--- config.mk ---
export PLATFORM = sky130hd
export DESIGN_NAME = param_stack
export DESIGN_NICKNAME = d
export VERILOG_FILES = /design/src/rtl/param_stack.sv
export SDC_FILE = /design/constraint.sdc
export NUM_CORES = 1
export LEC_CHECK = 0
export CAP_MARGIN = 0
export CORE_UTILIZATION = 29
export CTS_BUF_LIST = sky130_fd_sc_hd__clkbuf_16
export DETAILED_ROUTE_END_ITERATION = 16
export PLACE_DENSITY = 0.49
export SLEW_MARGIN = 30
export SYNTH_ARGS = -nofsm -noshare
export SYNTH_HDL_FRONTEND = slang
export SYNTH_SLANG_ARGS = --single-unit
--- constraint.sdc ---
create_clock -name clk -period 7.3 [get_ports clk]
set_input_delay 1.825 -clock clk [delete_from_list [all_inputs] [get_ports clk]]
set_output_delay 1.825 -clock clk [all_outputs]
set_load 0.05 [all_outputs]
--- src/rtl/param_stack.sv ---
// Parametrised LIFO for path/backtrack storage with peek, replace-top and error strobes.
// Optional high-water mark tracking when STACK_WATERMARK_EN is defined.
module param_stack #(
  parameter int WIDTH = 2,
  parameter int DEPTH = 256,
  localparam int CW = $clog2(DEPTH + 1)
) (
  input  logic             clk,
  input  logic             rst,
  input  logic             init,
  input  logic             push,
  input  logic             pop,
  input  logic [WIDTH-1:0] d_in,
`ifdef STACK_WATERMARK_EN
  input  logic             clr_wm,
  output logic [CW-1:0]    max_count,
`endif
  output logic [WIDTH-1:0] d_out,
  output logic             d_valid,
  output logic [WIDTH-1:0] top,
  output logic [CW-1:0]    count,
  output logic             empty,
  output logic             full,
  output logic             ovf,
  output logic             unf
);

  localparam int AW = $clog2(DEPTH);
  localparam logic [CW-1:0] ONE  = CW'(1);
  localparam logic [CW-1:0] FULL = CW'(DEPTH);

  logic [WIDTH-1:0] r_mem [DEPTH];
  logic [CW-1:0]    r_count;
  logic [WIDTH-1:0] r_dout;
  logic             r_dvalid;
  logic             r_ovf;
  logic             r_unf;

  logic             w_empty;
  logic             w_full;
  logic             w_pop_ok;
  logic             w_wr_en;
  logic [AW-1:0]    w_top_idx;
  logic [AW-1:0]    w_wr_idx;
  logic [CW-1:0]    w_count_nxt;

  // Refusal rules keep the count inside 0..DEPTH, so it can never wrap.
  function automatic logic [CW-1:0] f_count_nxt(
    input logic [CW-1:0] cnt,
    input logic          psh,
    input logic          pp,
    input logic          is_empty,
    input logic          is_full
  );
    if (pp && !is_empty)
      return psh ? cnt : cnt - ONE;
    if (psh && !is_full)
      return cnt + ONE;
    return cnt;
  endfunction

  assign w_empty     = (r_count == '0);
  assign w_full      = (r_count == FULL);
  assign w_pop_ok    = pop && !w_empty;
  assign w_top_idx   = w_empty ? '0 : AW'(r_count - ONE);
  // Replace-top writes over the current top; otherwise write the next free slot.
  assign w_wr_idx    = w_pop_ok ? w_top_idx : AW'(r_count);
  assign w_wr_en     = !rst && !init && push && (w_pop_ok || !w_full);
  assign w_count_nxt = f_count_nxt(r_count, push, pop, w_empty, w_full);

  always_ff @(posedge clk) begin
    if (w_wr_en)
      r_mem[w_wr_idx] <= d_in;
  end

  always_ff @(posedge clk) begin
    if (rst || init) begin
      r_count  <= '0;
      r_dout   <= '0;
      r_dvalid <= 1'b0;
      r_ovf    <= 1'b0;
      r_unf    <= 1'b0;
    end else begin
      r_count  <= w_count_nxt;
      r_dvalid <= w_pop_ok;
      r_ovf    <= push && !pop && w_full;
      r_unf    <= pop && w_empty;
      if (w_pop_ok)
        r_dout <= r_mem[w_top_idx];
    end
  end

`ifdef STACK_WATERMARK_EN
  logic [CW-1:0] r_max_count;

  always_ff @(posedge clk) begin
    if (rst || init)
      r_max_count <= '0;
    else if (clr_wm)
      r_max_count <= w_count_nxt;
    else if (w_count_nxt > r_max_count)
      r_max_count <= w_count_nxt;
  end

  assign max_count = r_max_count;
`endif

  assign d_out   = r_dout;
  assign d_valid = r_dvalid;
  assign count   = r_count;
  assign empty   = w_empty;
  assign full    = w_full;
  assign ovf     = r_ovf;
  assign unf     = r_unf;
  assign top     = w_empty ? '0 : r_mem[w_top_idx];

endmodule

==> results of run 1 <==
[layout make-up]
class	instances	area, um^2
fillers	7686	51600
repair buffers	81	738
clock inverters	46	328
flip-flops and latches	526	15700
multi-input cells	1052	6750
well taps	1040	1300
inverters	9	33.8
clock buffers	57	1430
[per-stage QoR]
| step | setup WS [ns] | hold slack [ns] | cell area, um^2 | utilization (%) |
|---|---|---|---|---|
| 6_report | 0.300 | 0.586 | 26200 | 33.7 |
| 5_1_grt | 0.217 | 0.624 | 26200 | 33.7 |
| 4_1_cts | 0.225 | 0.593 | 26200 | 33.7 |
| 3_5_place_dp | 0.906 | 0.581 | 24500 | 31.4 |
| 3_3_place_gp | 0.741 | 0.573 | 24400 | 31.4 |
| 2_1_floorplan | 0.740 | 0.716 | 23000 | - |
[worst max path at each step]
stage | depth (start not counted) | to
global route | 14 | top[0]
detailed placement | 14 | top[1]
finish | 14 | top[0]
global placement | 12 | top[1]
floorplan | 16 | top[0]
CTS | 14 | top[1]
[power groups by stage]
| stage | Combinational [W] | Sequential [W] | Clock, W |
|---|---|---|---|
| 3_5_place_dp | 0.00151 | 0.00340 | 0 |
| 3_3_place_gp | 0.00151 | 0.00339 | 0 |
| 4_1_cts | 0.00152 | 0.00333 | 0.00278 |
| 2_1_floorplan | 0.000871 | 0.00340 | 0 |
| 6_report | 0.00155 | 0.00333 | 0.00273 |
| 5_1_grt | 0.00160 | 0.00333 | 0.00290 |
[Yosys cell counts (all sizes together) (8+ instances only)]
cell type and count:
inv 8, nand2 111, a21oi 65, nor4 11, clkbuf 34, nor2 340, a32oi 10, o31ai 9
edfxtp 512, or3 8, mux2i 68, a221oi 10, nor3 37, dfxtp 14, mux2 30, o21ai 82
nor2b 8, o22ai 30, a31oi 16, o211ai 13, nand3 22, o32ai 9, a211oi 25, buf 86
o221ai 14, mux4 34
[registers in the layout, summed over array words and instances, names as in the netlist]
name,count
r_mem,512
ovf,1
count,9
unf,1
d_valid,1
d_out,2
[kinds of logic (layout without fill, tap and decap cells)]
family                   count (synthesis)  after routing
buffers and inverters                  129            193
flip-flops                             526            526
adder cells (fa/ha/maj)                  3              3
AND/OR/NAND/NOR                        568            568
AO/OA/AOI/OAI                          337            337
multiplexers                           132            132
XOR/XNOR                                12             12
[routing by layer]
metal,up-vias,part of all wire [%],GRT usage [%]
li1,6569,-,-
met1,7752,44,25.2
met2,715,45,27.9
met3,145,7.3,2.99
met4,0,3.4,6.23
met5,-,0,0
[worst max-delay path, cell delays in order, from the launching register on]
cell	delay [ns]
dfxtp_1	0.46
inv_1	0.20
ha_2	0.23
nor4b_4	0.85
nand2_4	0.32
inv_2	0.35
buf_12	0.24
nor2_1	0.09
buf_4	0.22
o2111a_1	0.22
a211oi_2	0.28
nor2_1	0.09
a211o_1	0.31
a21oi_1	0.47
buf_12	0.21
[repair_timing]
action,CTS,global route
hold buffers,0,0
resized for setup,0,1
setup endpoints to repair,0,1
==> out/summary.txt, run 1 <==
Status: completed
Total track usage: 17.9%
Compound-cell area share of the yosys netlist: 10.1%
Syn nets: 1717
Fin. Hold Viols: 0
Max Root-Sink Buffers: 3
Max-slew headroom: 29.9%
Die Y: 283 um
Synth Flop Type: edfxtp_1
Cells after Synth: 1707
Cell Count, Final, Fillers Out: 2811
Main combinational cell family by area after synthesis: simple AND/OR/NAND/NOR gates
Most common cell after layout, fill and taps aside: edfxtp_1
Netlist cell types: 86
Pwr Density: 290 nW/um^2
DRC: 0
Most frequent cells in the layout: edfxtp_1, nor2_1, nand2_1
Drt first pass iters: 5
Yosys top cell by area: edfxtp_1
Clk_lat worst skew: 0.62 ns
Post-Synth XOR/XNOR Area: 0.490%
VDD IR max: 0.000158 V
CP endpoint kind: primary output
R2r worst-path depth: 13
Ranking of synthesized cells by area: edfxtp_1, nor2_1, mux4_2
H-tree Lvls: 2
Area share of the largest cell type after synthesis: 66.9%
Global placer's final weighted congestion: 0.946
Worst Skew: 0.0159 ns
Initial antenna violation count: 1
Post-CTS Setup Inserts: 0
Switching Power: 0.00226 W
LEAKAGE: 7.97 nW
Total grt overflow: 0
Layout cells sized above 1: 13.9%
First-pass GRT wire length: 106 mm
RSZ-0062 raised after global routing: no
CP Class: register to primary output
Clk slew on worst S/H paths: 0.06 ns
Clock group share of total power: 35.9%
Largest net degree at the start of global routing: 182
Final period util: 95.9%
Internal Power: 0.00535 W
WP data required: 5.48 ns
Port-buffer cells: 24
Chip width: 283 um
Proportion of synthesized area in mux cells: 7.77%
Vias: 15.2k
Sw Share: 29.7%
Post-Synthesis Mean Instance Area: 13.5 um^2
Num CTS Buffers: 56
Adder-cell share of the synthesized area: 0.163%
Worst-Margin Slew: 1.04 ns
Critical path arrival: 5.18 ns
Endpoint, Worst Hold: d_out[1]$_SDFFE_PP0N_
Total Neg Setup Slack: 0 ns
Seq/Total Area, Yosys: 68.2%
Max-slew violation count: 0
Hold crit path type: register to register
Clock root buffer: clkbuf_16
Crit path max fanout: 23
Final setup fails: 0
CTS tree: built
Die area: 80300 um^2
Yosys reg bits: 526
Post-synth EDFFs: 512
Post-Route WL: 73.2 mm
Fmax: 0.143 GHz
Final ANT Viol Nets: 0
Reported max-cap violation count: 0
Drt wl/cell: 26.0 um
Number of global-route vias before repair: 15.1k
FF-to-FF Start: count[1]$_SDFFE_PP0P_
Fin crit period: 7.00 ns
Reg power frac: 43.8%
Part of the power in combinational logic: 20.3%
CORE AREA: 77800 um^2
Hold Crit Depth: 3
Hpwl dp: 46.5 mm
RR Endpoint: r_mem[0][1]$_DFFE_PP_
Worst setup path start: count[1]$_SDFFE_PP0P_
Vias per inst: 5.40
P&R area growth vs syn: 14.2%
# diodes: 0
# IOs: 25
Hold Startpoint: d_out[1]$_SDFFE_PP0N_
Yosys warns: 0
Setup crit start kind: register
Starting density of the core: 29.5%
Clock Sinks: 526
Iter 0 DRT Violations: 1736
Nets: 1736
Async SR Flop Fraction: 0%
Reg2reg setup slack: 2.15 ns
Cell Rows: 102
Post-Synth Simple-Gate Area: 10.7%
Tot Pwr: 0.00761 W
Dpl cells: 2708
Mapped Area: 23000 um^2
No activity file was read; power rests on OpenSTA's default activity.
==> inputs of run 2 (changes only) <==
--- a/config.mk
+++ b/config.mk
@@ -8,8 +8,9 @@
 export CAP_MARGIN = 0
 export CORE_UTILIZATION = 29
 export CTS_BUF_LIST = sky130_fd_sc_hd__clkbuf_16
+export CTS_CLUSTER_SIZE = 25
 export DETAILED_ROUTE_END_ITERATION = 16
-export PLACE_DENSITY = 0.49
+export PLACE_DENSITY = 0.5
 export SLEW_MARGIN = 30
 export SYNTH_ARGS = -nofsm -noshare
 export SYNTH_HDL_FRONTEND = slang
==> run 2 against run 1 <==
Routed wire length increased by 1.3%. Via count grew 0.94%. Final cell count about the same. Critical path type unchanged. Critical endpoint is now top[1]. Largest power group unchanged. Highest routed layer unchanged.
==> out/summary.txt, run 2 (synthesis gave the netlist of run 1 again) <==
Total Neg Setup Slack: 0 ns
Total grt overflow: 0
Reported max-cap violation count: 0
Hold crit path type: register to register
CP cell instances: inv_2 -> ha_2 -> or4b_1 -> o21ai_2 -> buf_4 -> a221oi_1 -> a2111oi_0 -> a311oi_1 -> nor4_1 -> o21ai_0 -> nand4_1 -> and2_1 -> buf_12
Number of flip-flops in the largest register: 512
Clk slew on worst S/H paths: 0.06 ns
RSZ-0062 raised after global routing: no
Fin crit period: 6.99 ns
Drt first pass iters: 6
Final period util: 95.7%
Layout cells sized above 1: 14.6%
Multi-input logic area: 6740 um^2
Die area: 80300 um^2
Slowest Stage Delay on Critical Path: 0.76 ns
Nets: 1741
CP Class: register to primary output
H-tree Lvls: 2
Num CTS Buffers: 55
CORE AREA: 77800 um^2
Initial antenna violation count: 2
Critical path arrival: 5.16 ns
Max-slew violation count: 0
PostCTS Resize Cnt: 0
PnR worst setup slack: 0.310 ns
Number of global-route vias before repair: 15.2k
Global placer's final weighted congestion: 0.949
Iter 0 DRT Violations: 1852
Post-Route WL: 74.1 mm
Place WS: 0.982 ns
VDD IR max: 0.000198 V
CP max-delay cell: o21ai_2
Clk_lat worst skew: 0.60 ns
Max Root-Sink Buffers: 3
Final ANT Viol Nets: 0
Drt wl/cell: 26.3 um
Status: completed
CP endpoint kind: primary output
Port-buffer cells: 24
Post-CTS Setup Inserts: 0
P&R area growth vs syn: 14.2%
Fillers: 7675
LEAKAGE: 7.93 nW
Max-slew headroom: 30.3%
# diodes: 0
Vias per inst: 5.45
Clock root buffer: clkbuf_16
Crit path max fanout: 32
Clock Sinks: 526
Total track usage: 18.2%
Pwr Density: 290 nW/um^2
Die Y: 283 um
CTS Hold Bufs: 0
Starting density of the core: 29.5%
Cell Rows: 102
Final setup fails: 0
First-pass GRT wire length: 108 mm
Setup crit start kind: register
Vias: 15.3k
Chip width: 283 um
Reg area: 15700 um^2
Largest net degree at the start of global routing: 178
Worst Skew: 0.0127 ns
Fmax: 0.143 GHz
Worst-Margin Slew: 1.04 ns
Most frequent cells in the layout: edfxtp_1, nor2_1, nand2_1
Fin. Hold Viols: 0
CP bufs+invs: 3
CTS tree: built
Hpwl dp: 45.9 mm
# IOs: 25
WP data required: 5.48 ns
DRC: 0
Biggest register: r_mem
CP top delay family: compound AO/OA/AOI/OAI gates
Dpl cell area: 24500 um^2
Fin area: 26200 um^2
Most common cell after layout, fill and taps aside: edfxtp_1
run 2: power breakdown:
group	total, W	internal [W]	switching (W)	leakage (nW)
logic	0.00156	0.000468	0.00109	2.34
clock network	0.00271	0.00154	0.00117	0.875
registers	0.00333	0.00332	0.0000118	4.71
total	0.00760	0.00533	0.00227	7.93
run 2: area by class of cell:
class                      count  area share [%]
tap                         1040            4.96
sequential                   526            59.7
inverter                       9           0.129
clock buffer                  57            5.44
timing repair buffer          87            2.95
multi-input combinational   1052            25.7
clock inverter                42            1.13
run 2: routing by layer:
layer / GRT usage, % / vias to the layer above / wire [um]
met2: 28.4 / 754 / 33700
met3: 3.93 / 151 / 6660
met5: 0 / - / 0
met4: 6.31 / 0 / 2500
met1: 24.8 / 7825 / 31200
li1: - / 6593 / -
run 2: tightest hold or removal path, delay by kind of cell (launching register included):
family / cells / cell delay (ns)
flip-flops: 1 / 0.31
AO/OA/AOI/OAI: 1 / 0.09
AND/OR/NAND/NOR: 2 / 0.14
run 2: worst paths after layout:
kind / start / endpoint / slack (ns) / cells after the start
setup / recovery: count[0]$_SDFFE_PP0P_ / top[1] / 0.31 / 13
hold / removal: d_out[1]$_SDFFE_PP0N_ / d_out[1]$_SDFFE_PP0N_ / 0.59 / 3
setup reg to reg: count[0]$_SDFFE_PP0P_ / r_mem[2][1]$_DFFE_PP_ / 1.89 / 12
hold reg to reg: d_out[1]$_SDFFE_PP0N_ / d_out[1]$_SDFFE_PP0N_ / 0.59 / 3
run 2: stage by stage:
| step | total power [W] | utilization [%] | instances | hold WS [ns] |
|---|---|---|---|---|
| after floorplan | 0.00427 | - | 1707 | 0.716 |
| after global placement | 0.00491 | 31.5 | 2713 | 0.570 |
| after detailed placement | 0.00491 | 31.5 | 2714 | 0.585 |
| after CTS | 0.00761 | 33.7 | 2813 | 0.596 |
| after global routing | 0.00782 | 33.7 | 2813 | 0.606 |
| final | 0.00760 | 33.7 | 2813 | 0.591 |
==> inputs of run 3 (changes only) <==
--- a/config.mk
+++ b/config.mk
@@ -7,7 +7,6 @@
 export LEC_CHECK = 0
 export CAP_MARGIN = 0
 export CORE_UTILIZATION = 29
-export CTS_BUF_LIST = sky130_fd_sc_hd__clkbuf_16
 export CTS_CLUSTER_SIZE = 25
 export DETAILED_ROUTE_END_ITERATION = 16
 export PLACE_DENSITY = 0.5
==> run 3 against run 2 <==
Register-to-register slack about the same. Via count down 0.29%. Worst setup slack worse by 0.050 ns. Count of clock-buffer cells in the layout up 9. Sequential power about the same. Global-route usage unchanged. Hold slack about the same. Critical path type unchanged. Highest routed layer unchanged.
==> out/summary.txt, run 3 (synthesis gave the netlist of run 1 again) <==
DRC: 0
Reg power frac: 43.8%
Critical path arrival: 5.21 ns
Setup crit start kind: register
Port-buffer cells: 24
CORE AREA: 77800 um^2
Internal Power: 0.00534 W
Final period util: 96.4%
Post-Route WL: 73.9 mm
Most frequent cells in the layout: edfxtp_1, nor2_1, nand2_1
Worst-Margin Slew: 1.02 ns
Clk_lat worst skew: 0.60 ns
Iter 0 DRT Violations: 1748
Layout cells sized above 1: 14.6%
Number of global-route vias before repair: 15.2k
VDD IR max: 0.000199 V
Fin. Hold Viols: 0
Max-slew violation count: 0
# IOs: 25
Worst Skew: 0.0143 ns
Clk slew on worst S/H paths: 0.06 ns
RSZ-0062 raised after global routing: no
CP endpoint kind: primary output
Status: completed
CTS Hold Bufs: 0
Total track usage: 18.2%
Crit path max fanout: 32
Max-slew headroom: 31.8%
Final ANT Viol Nets: 0
Vias per inst: 5.43
Number of flip-flops in the largest register: 512
Fmax: 0.142 GHz
LEAKAGE: 7.89 nW
Clock Sinks: 526
Chip width: 283 um
Num CTS Buffers: 55
Starting density of the core: 29.5%
Cell Rows: 102
CTS tree: built
Largest net degree at the start of global routing: 178
Vias: 15.3k
Pwr Density: 290 nW/um^2
Most common cell after layout, fill and taps aside: edfxtp_1
First-pass GRT wire length: 108 mm
Hold crit path type: register to register
Sw Share: 29.8%
Drt wl/cell: 26.3 um
P&R area growth vs syn: 14.2%
Biggest register: r_mem
Global placer's final weighted congestion: 0.949
Max Root-Sink Buffers: 3
Initial antenna violation count: 2
CP Class: register to primary output
Total Neg Setup Slack: 0 ns
Nets: 1741
Part of the power in combinational logic: 20.5%
Reported max-cap violation count: 0
Hpwl dp: 45.9 mm
Die area: 80300 um^2
Reg2reg setup slack: 1.89 ns
# diodes: 0
Switching Power: 0.00227 W
Clock group share of total power: 35.8%
Fillers: 7675
Hold_ws: 0.591 ns
WP data required: 5.48 ns
Clock root buffer: clkbuf_16
Drt first pass iters: 5
Fin crit period: 7.04 ns
Final setup fails: 0
Total grt overflow: 0
H-tree Lvls: 2
Die Y: 283 um
-- run 3: worst paths after layout --
kind,depth (start not counted),from,end
max,13,count[0]$_SDFFE_PP0P_,top[1]
min,3,d_out[1]$_SDFFE_PP0N_,d_out[1]$_SDFFE_PP0N_
max reg2reg,12,count[0]$_SDFFE_PP0P_,r_mem[2][1]$_DFFE_PP_
min reg2reg,3,d_out[1]$_SDFFE_PP0N_,d_out[1]$_SDFFE_PP0N_
-- run 3: critical path, stage by stage, from the launching register on --
cell and delay (ns):
dfxtp_4 0.51, inv_2 0.18, ha_2 0.22, or4b_1 0.71, o21ai_2 0.77, buf_4 0.36
a221oi_1 0.10, a2111oi_0 0.61, a311oi_1 0.12, nor4_1 0.27, o21ai_0 0.12, nand4_1 0.25
and2_1 0.22, buf_12 0.14
-- run 3: metrics by stage --
stage	utilization [%]	std cells	total power (W)	worst slack, ns	area, um^2
3_5_place_dp	31.5	2714	0.00491	0.982	24500
2_1_floorplan	-	1707	0.00427	0.740	23000
3_3_place_gp	31.5	2713	0.00491	0.890	24500
4_1_cts	33.7	2813	0.00762	0.342	26200
5_1_grt	33.7	2813	0.00783	0.0716	26200
6_report	33.7	2813	0.00761	0.261	26200
-- run 3: timing repair --
action | 4_1_cts | 5_1_grt
endpoints found under the setup margin | 0 | 1
buffers inserted | 0 | 0
hold endpoints to repair | 0 | 0
resized for setup | 0 | 1
-- run 3: metal layers --
metal,up-vias,GRT usage (%),routed length (um),part of all wire [%]
met5,-,0,0,0
met1,7786,24.8,31000,42
met2,757,28.4,33700,46
met3,144,3.93,6610,8.9
met4,0,6.31,2500,3.4
li1,6591,-,-,-
-- run 3: layout make-up --
cell class	count	area (um^2)	area share, %
repair buffers	87	773	2.95
well taps	1040	1300	4.96
clock buffers	66	1460	5.57
inverters	9	33.8	0.129
multi-input cells	1052	6740	25.7
clock inverters	33	263	1.00
flip-flops and latches	526	15700	59.7
-- run 3: power groups by stage --
| stage | Sequential [W] | Combinational [W] | Clock (W) |
|---|---|---|---|
| 6_report | 0.00333 | 0.00156 | 0.00272 |
| 3_5_place_dp | 0.00339 | 0.00152 | 0 |
| 3_3_place_gp | 0.00339 | 0.00151 | 0 |
| 4_1_cts | 0.00333 | 0.00152 | 0.00277 |
| 2_1_floorplan | 0.00340 | 0.000871 | 0 |
| 5_1_grt | 0.00333 | 0.00162 | 0.00289 |
